**src/rtl/muldiv_seq.sv**
```systemverilog
// Iterative unsigned multiply/divide sequencer (MUL, MULHU, DIVU, REMU) driving a shared external ALU.
// Optional macro MULDIV_BYPASS_EN adds zero/one-operand fast paths; divide-by-zero is always fast.
module muldiv_seq #(
    parameter int WIDTH = 32,
    parameter int ITER  = 32
) (
    input  logic             clk,
    input  logic             rst_n,
    input  logic             req_valid,
    output logic             req_ready,
    input  logic [1:0]       op,
    input  logic [WIDTH-1:0] rs1,
    input  logic [WIDTH-1:0] rs2,
    output logic             resp_valid,
    input  logic             resp_ready,
    output logic [WIDTH-1:0] result,
    output logic             busy,
    output logic [WIDTH-1:0] alu_a,
    output logic [WIDTH-1:0] alu_b,
    output logic [3:0]       alu_ctrl,
    input  logic [WIDTH-1:0] alu_out
);
    localparam int CW = $clog2(ITER);
    localparam logic [3:0] ALU_ADD = 4'b0000;
    localparam logic [3:0] ALU_SUB = 4'b0001;

    typedef enum logic [1:0] {IDLE, CALC, DONE} state_t;
    typedef enum logic [1:0] {OP_MUL, OP_MULHU, OP_DIVU, OP_REMU} op_t;

    if (WIDTH != 32 || ITER != WIDTH) begin : g_param_check
        $error("muldiv_seq supports only WIDTH = ITER = 32");
    end

    state_t           state, state_next;
    logic [CW-1:0]    counter;
    logic [1:0]       op_q;
    // acc holds hi (multiply) or rem (divide); shreg holds lo or quo; opnd is mcand or dsr.
    logic [WIDTH-1:0] acc, shreg, opnd;
    logic [WIDTH-1:0] sh, fast_acc, fast_shreg;
    logic             accept, fast, last_iter, is_div, carry, take;

    assign req_ready  = (state == IDLE);
    assign resp_valid = (state == DONE);
    assign busy       = (state != IDLE);
    assign accept     = req_valid && req_ready;
    assign is_div     = op_q[1];
    assign last_iter  = (counter == CW'(ITER - 1));
    assign result     = op_q[0] ? acc : shreg;
    assign sh         = {acc[WIDTH-2:0], shreg[WIDTH-1]};
    assign carry      = (alu_out < alu_a);
    assign take       = acc[WIDTH-1] || (sh >= opnd);

    // Fast-path detection and the final register contents it loads directly.
    always_comb begin
        // NOTE: every always_comb output gets a default first so no path infers a latch.
        fast       = 1'b0;
        fast_acc   = '0;
        fast_shreg = '0;
        case (op)
            OP_DIVU: begin
                if (rs2 == '0) begin
                    fast       = 1'b1;
                    fast_shreg = '1;
                end
`ifdef MULDIV_BYPASS_EN
                else if (rs2 == WIDTH'(1)) begin
                    fast       = 1'b1;
                    fast_shreg = rs1;
                end
`endif
            end
            OP_REMU: begin
                if (rs2 == '0) begin
                    fast     = 1'b1;
                    fast_acc = rs1;
                end
`ifdef MULDIV_BYPASS_EN
                else if (rs2 == WIDTH'(1)) begin
                    fast = 1'b1;
                end
`endif
            end
            default: begin
`ifdef MULDIV_BYPASS_EN
                fast = (rs1 == '0) || (rs2 == '0);
`endif
            end
        endcase
    end

    always_comb begin
        alu_a    = '0;
        alu_b    = '0;
        alu_ctrl = ALU_ADD;
        if (state == CALC) begin
            if (is_div) begin
                alu_a    = sh;
                alu_b    = opnd;
                alu_ctrl = ALU_SUB;
            end else begin
                alu_a = acc;
                alu_b = shreg[0] ? opnd : '0;
            end
        end
    end

    always_comb begin
        state_next = state;
        case (state)
            IDLE:    if (accept) state_next = fast ? DONE : CALC;
            CALC:    if (last_iter) state_next = DONE;
            DONE:    if (resp_ready) state_next = IDLE;
            default: state_next = IDLE;
        endcase
    end

    always_ff @(posedge clk or negedge rst_n) begin
        if (!rst_n) begin
            state <= IDLE;
        end else begin
            state <= state_next;
        end
    end

    always_ff @(posedge clk or negedge rst_n) begin
        if (!rst_n) begin
            counter <= '0;
            op_q    <= '0;
            acc     <= '0;
            shreg   <= '0;
            opnd    <= '0;
        end else if (accept) begin
            // NOTE: sequential state uses non-blocking assignments so all registers update from pre-edge values.
            counter <= '0;
            op_q    <= op;
            if (fast) begin
                acc   <= fast_acc;
                shreg <= fast_shreg;
                opnd  <= '0;
            end else begin
                acc   <= '0;
                shreg <= op[1] ? rs1 : rs2;
                opnd  <= op[1] ? rs2 : rs1;
            end
        end else if (state == CALC) begin
            counter <= counter + 1'b1;
            if (is_div) begin
                acc   <= take ? alu_out : sh;
                shreg <= {shreg[WIDTH-2:0], take};
            end else begin
                acc   <= {carry, alu_out[WIDTH-1:1]};
                shreg <= {alu_out[0], shreg[WIDTH-1:1]};
            end
        end
    end
endmodule

```
**config.mk**
```make
export PLATFORM = sky130hd
export DESIGN_NAME = muldiv_seq
export DESIGN_NICKNAME = d
export VERILOG_FILES = /design/src/rtl/muldiv_seq.sv
export SDC_FILE = /design/constraint.sdc
export NUM_CORES = 1
export LEC_CHECK = 0
export ABC_AREA = 1
export ABC_CLOCK_PERIOD_IN_PS = 4140
export BUFFER_PORTS_ARGS = -buffer_cell sky130_fd_sc_hd__buf_2
export CORE_MARGIN = 10
export CORE_UTILIZATION = 61
export DETAILED_ROUTE_END_ITERATION = 10
export GPL_TIMING_DRIVEN = 0
export PLACE_DENSITY = 0.93
export SETUP_SLACK_MARGIN = 0.4
export SYNTH_ARGS = -nofsm -noshare
export SYNTH_HDL_FRONTEND = slang
export SYNTH_SLANG_ARGS = --single-unit
export TNS_END_PERCENT = 50
```
**constraint.sdc**
```tcl
create_clock -name clk -period 4.14 [get_ports clk]
set_input_delay 0.621 -clock clk [delete_from_list [all_inputs] [get_ports clk]]
set_output_delay 0.621 -clock clk [all_outputs]
set_load 0.02 [all_outputs]
```
==> flow_summary.ini <==
[run_status]
outcome = complete, no violations

[power]
power.switching_w = 0.00571
seq_power_share_pct = 19.9
combinationalPowerShare_pct = 70.9
p_leak_nw = 5.88
clkPwrFrac_pct = 9.2
vdd_drop_max_mv = 0.523
netSwitchingFraction_pct = 56.9
powerDensity_nw_per_um2 = 921
power.internal_w = 0.00433

[timing]
setup_slack_ps = 600
finalSetupViolations = 0
setup_tns_ps = 0
finClkSkew_ps = 9.02
tightest_slew_ps = 853
finalCriticalPeriod_ps = 3540
hold_viol_final = 0
rsz0062_at_grt = false
finalMaxSlewViolations = 0
finalCritPeriodShare_pct = 85.5
fmax_mhz = 283
relSlewSlack_pct = 43.1

[route]
dr.pass1.iters = 6
drtIter0Drc = 1795
wire_per_inst_um = 20.5
route.detailed.drc = 0
vias = 11400
via_per_inst = 6.26
final_antenna_net_count = 0
wl_um = 37300

[final_layout]
area_growth_pct = 17.0
final_layout_size_suffix_gt1_share_pct = 17.5
nets = 1790
n_antenna_cell = 0

[worst_setup_path]
crit_cells = 16
cp-start-kind = flip-flop
path_max_fanout = 10
cp-end-kind = flip-flop
crit_type = flip-flop to flip-flop
crit_family = simple AND/OR/NAND/NOR gates
crit_buf_inv = 4
crit_path_cell_trace = buf_2, inv_2, clkbuf_1, nor2_1, nor3_1, inv_1, ha_1, nand2_1, nor2_1, nand4_1, nor4_1, nand2_1, nand2_1, nand2_1, nand2_1, a21oi_1
r2r_cells = 16
cp_slowest_cell = clkbuf_1
crit_top_cell = nand2_1
arrival_ps = 3800
cpPeakStageDelay_ps = 630
cp.required_ps = 4400

[die]
die_h_um = 144
io_pins = 205
die-area_um2 = 20600
design.core.area_um2 = 15100
row_count = 45
die_w_um = 144
floorplan.initialDensity_pct = 61.8

[grt]
grt_max_degree = 63
busiest_layer = met2
grt_pass1_vias = 10700
grtUsageMet1_pct = 44.8
grt_use_met3_pct = 8.98
grt_first_pass_wirelength_um = 57200
met2_usage_pct = 55.3
grt-ovfl-total = 0
grt_use_total_pct = 35.3
antenna_found_initial = 0

[logic_synthesis]
seq_area_frac_synth_pct = 28.2
netlist_area_um2 = 9320
ys_warn_count = 0
avgSynthCellArea_um2 = 6.62
synth_seq_cells = 105
yosysUniqueCellTypes = 36
synth_cells = 1408

[min_path]
holdCritPathClass = input pin to async pin

[clock_tree]
clock-root-buffer = clkbuf_16
cts_tree = yes
cts_buffers = 9
insertion_delay_ps = 370
clk_path_buf_depth = 2
post_cts_buffers = 0
hold_buffers = 0
cts_num_sinks = 105
h-tree-depth = 3
clk_pin_slew_ps = 80

[flow_run]
cap_violations = 0

[placed_design]
dpl_worst_slack_ps = 778
port_buffers = 201
gp_congestion = 1.04
dp_hpwl_um = 28500
==> state kept, by name (all words and copies together) (netlist names) <==
register	count
acc	32
shreg	32
op_q	2
state	2
counter	5
opnd	32
==> power groups by stage <==
stage,registers [W],clock network [W],logic [W]
after global routing,0.00205,0.000945,0.00778
after detailed placement,0.00198,0,0.00690
after floorplan,0.00185,0,0.00480
after CTS,0.00197,0.000907,0.00694
after global placement,0.00198,0,0.00670
final,0.00200,0.000923,0.00712
==> layer usage <==
metal	part of all wire, %	up-vias
met5	0	-
met4	4.5	0
met3	14	145
met2	44	945
met1	37	5162
li1	-	5113
==> cell usage after synthesis <==
cell       number  area (um2)
dfrtp_1       105        2630
o21ai_0        68         340
nand2_2         1        6.26
buf_1           8        30.0
o2111ai_1       1        8.76
o211ai_1       64         480
nand2_1       283        1060
a21o_1          1        7.51
ha_1           65         813
inv_2           7        26.3
a22oi_1        31         233
a211oi_1        1        7.51
buf_4          12        90.1
buf_6           3        33.8
a21oi_1        62         310
o21bai_1        1        7.51
nor3_1         68         340
nor2_4          5        56.3
nor3_2          2        20.0
nor2_8          1        20.0
or2_2           3        18.8
nor4_1          6        37.5
conb_1          1        3.75
nand3_1       108         541
inv_1         217         815
o21a_1         33         248
nand4_1        44         275
buf_2          24         120
o32ai_1         1        8.76
nor4_2          1        12.5
a22o_1          2        17.5
clkbuf_2        4        20.0
nor2_1        113         424
o21ai_1        16        80.1
clkbuf_1       43         161
nor2_2          3        18.8
==> worst paths after layout <==
check	start	to	slack [ps]
worst min-delay path	rst_n	counter[3]$_DFFE_PN0P_	280
min in group clk	resp_ready	state[1]$_DFFE_PN0P_	440
worst min register to register	counter[0]$_DFFE_PN0P_	counter[0]$_DFFE_PN0P_	540
worst max register to register	op_q[1]$_DFFE_PN0P_	acc[31]$_DFFE_PN0P_	600
max in group asynchronous	rst_n	acc[19]$_DFFE_PN0P_	3090
worst max-delay path	op_q[1]$_DFFE_PN0P_	acc[31]$_DFFE_PN0P_	600
==> worst reg2reg max path, stage by stage, from the launching register on <==
cell	delay, ps
dfrtp_1	360
buf_2	220
inv_2	320
clkbuf_1	630
nor2_1	80
nor3_1	320
inv_1	80
ha_1	310
nand2_1	60
nor2_1	130
nand4_1	170
nor4_1	270
nand2_1	120
nand2_1	110
nand2_1	90
nand2_1	80
a21oi_1	60
==> repair_timing <==
item / 4_1_cts / 5_1_grt
endpoints found under the hold margin: 0 / 0
setup endpoints to repair: 0 / 1
resized for setup: 0 / 1
==> kinds of logic (layout without fill, tap and decap cells) <==
group	Yosys count	count (layout)	share of synthesized area, %
compound gates	281	281	18.8
other cells	1	3	0.0402
flops	105	105	28.2
buf+inv	318	536	13.9
fa+ha+maj	65	65	8.72
simple gates	638	638	30.4
==> cell type report <==
| class | instances | area, um2 |
|---|---|---|
| Buffer | 94 | 457 |
| Timing Repair Buffer | 202 | 1040 |
| Fill cell | 1302 | 4190 |
| Clock inverter | 7 | 76.3 |
| Clock buffer | 9 | 225 |
| Inverter | 224 | 841 |
| Multi-Input combinational cell | 987 | 5410 |
| Tap cell | 188 | 235 |
| Sequential cell | 105 | 2630 |
==> per-stage QoR <==
stage / utilization [%] / instances / cell area, um2 / hold WS, ps / total power [W]
detailed placement: 70.3 / 1800 / 10600 / 519 / 0.00889
finish: 72.3 / 1816 / 10900 / 275 / 0.0100
floorplan: - / 1410 / 9330 / 325 / 0.00665
global route: 72.3 / 1816 / 10900 / 319 / 0.0108
CTS: 72.3 / 1816 / 10900 / 299 / 0.00982
global placement: 70.1 / 1799 / 10600 / 489 / 0.00868
==> layout by cell type (no fill, tap or decap), types with 5 or more instances in the layout <==
master,count
nor3_1,68
nor4_1,6
a22oi_1,31
inv_2,7
o21ai_1,16
nor2_4,5
nand3_1,108
dfrtp_1,105
nor2_1,113
o21a_1,33
clkbuf_16,9
o21ai_0,68
clkbuf_2,5
nand2_1,283
buf_2,224
ha_1,65
buf_1,7
a21oi_1,62
inv_1,217
o211ai_1,64
nand4_1,44
clkbuf_1,43
buf_4,13
Power figures use the tool's default switching activity.
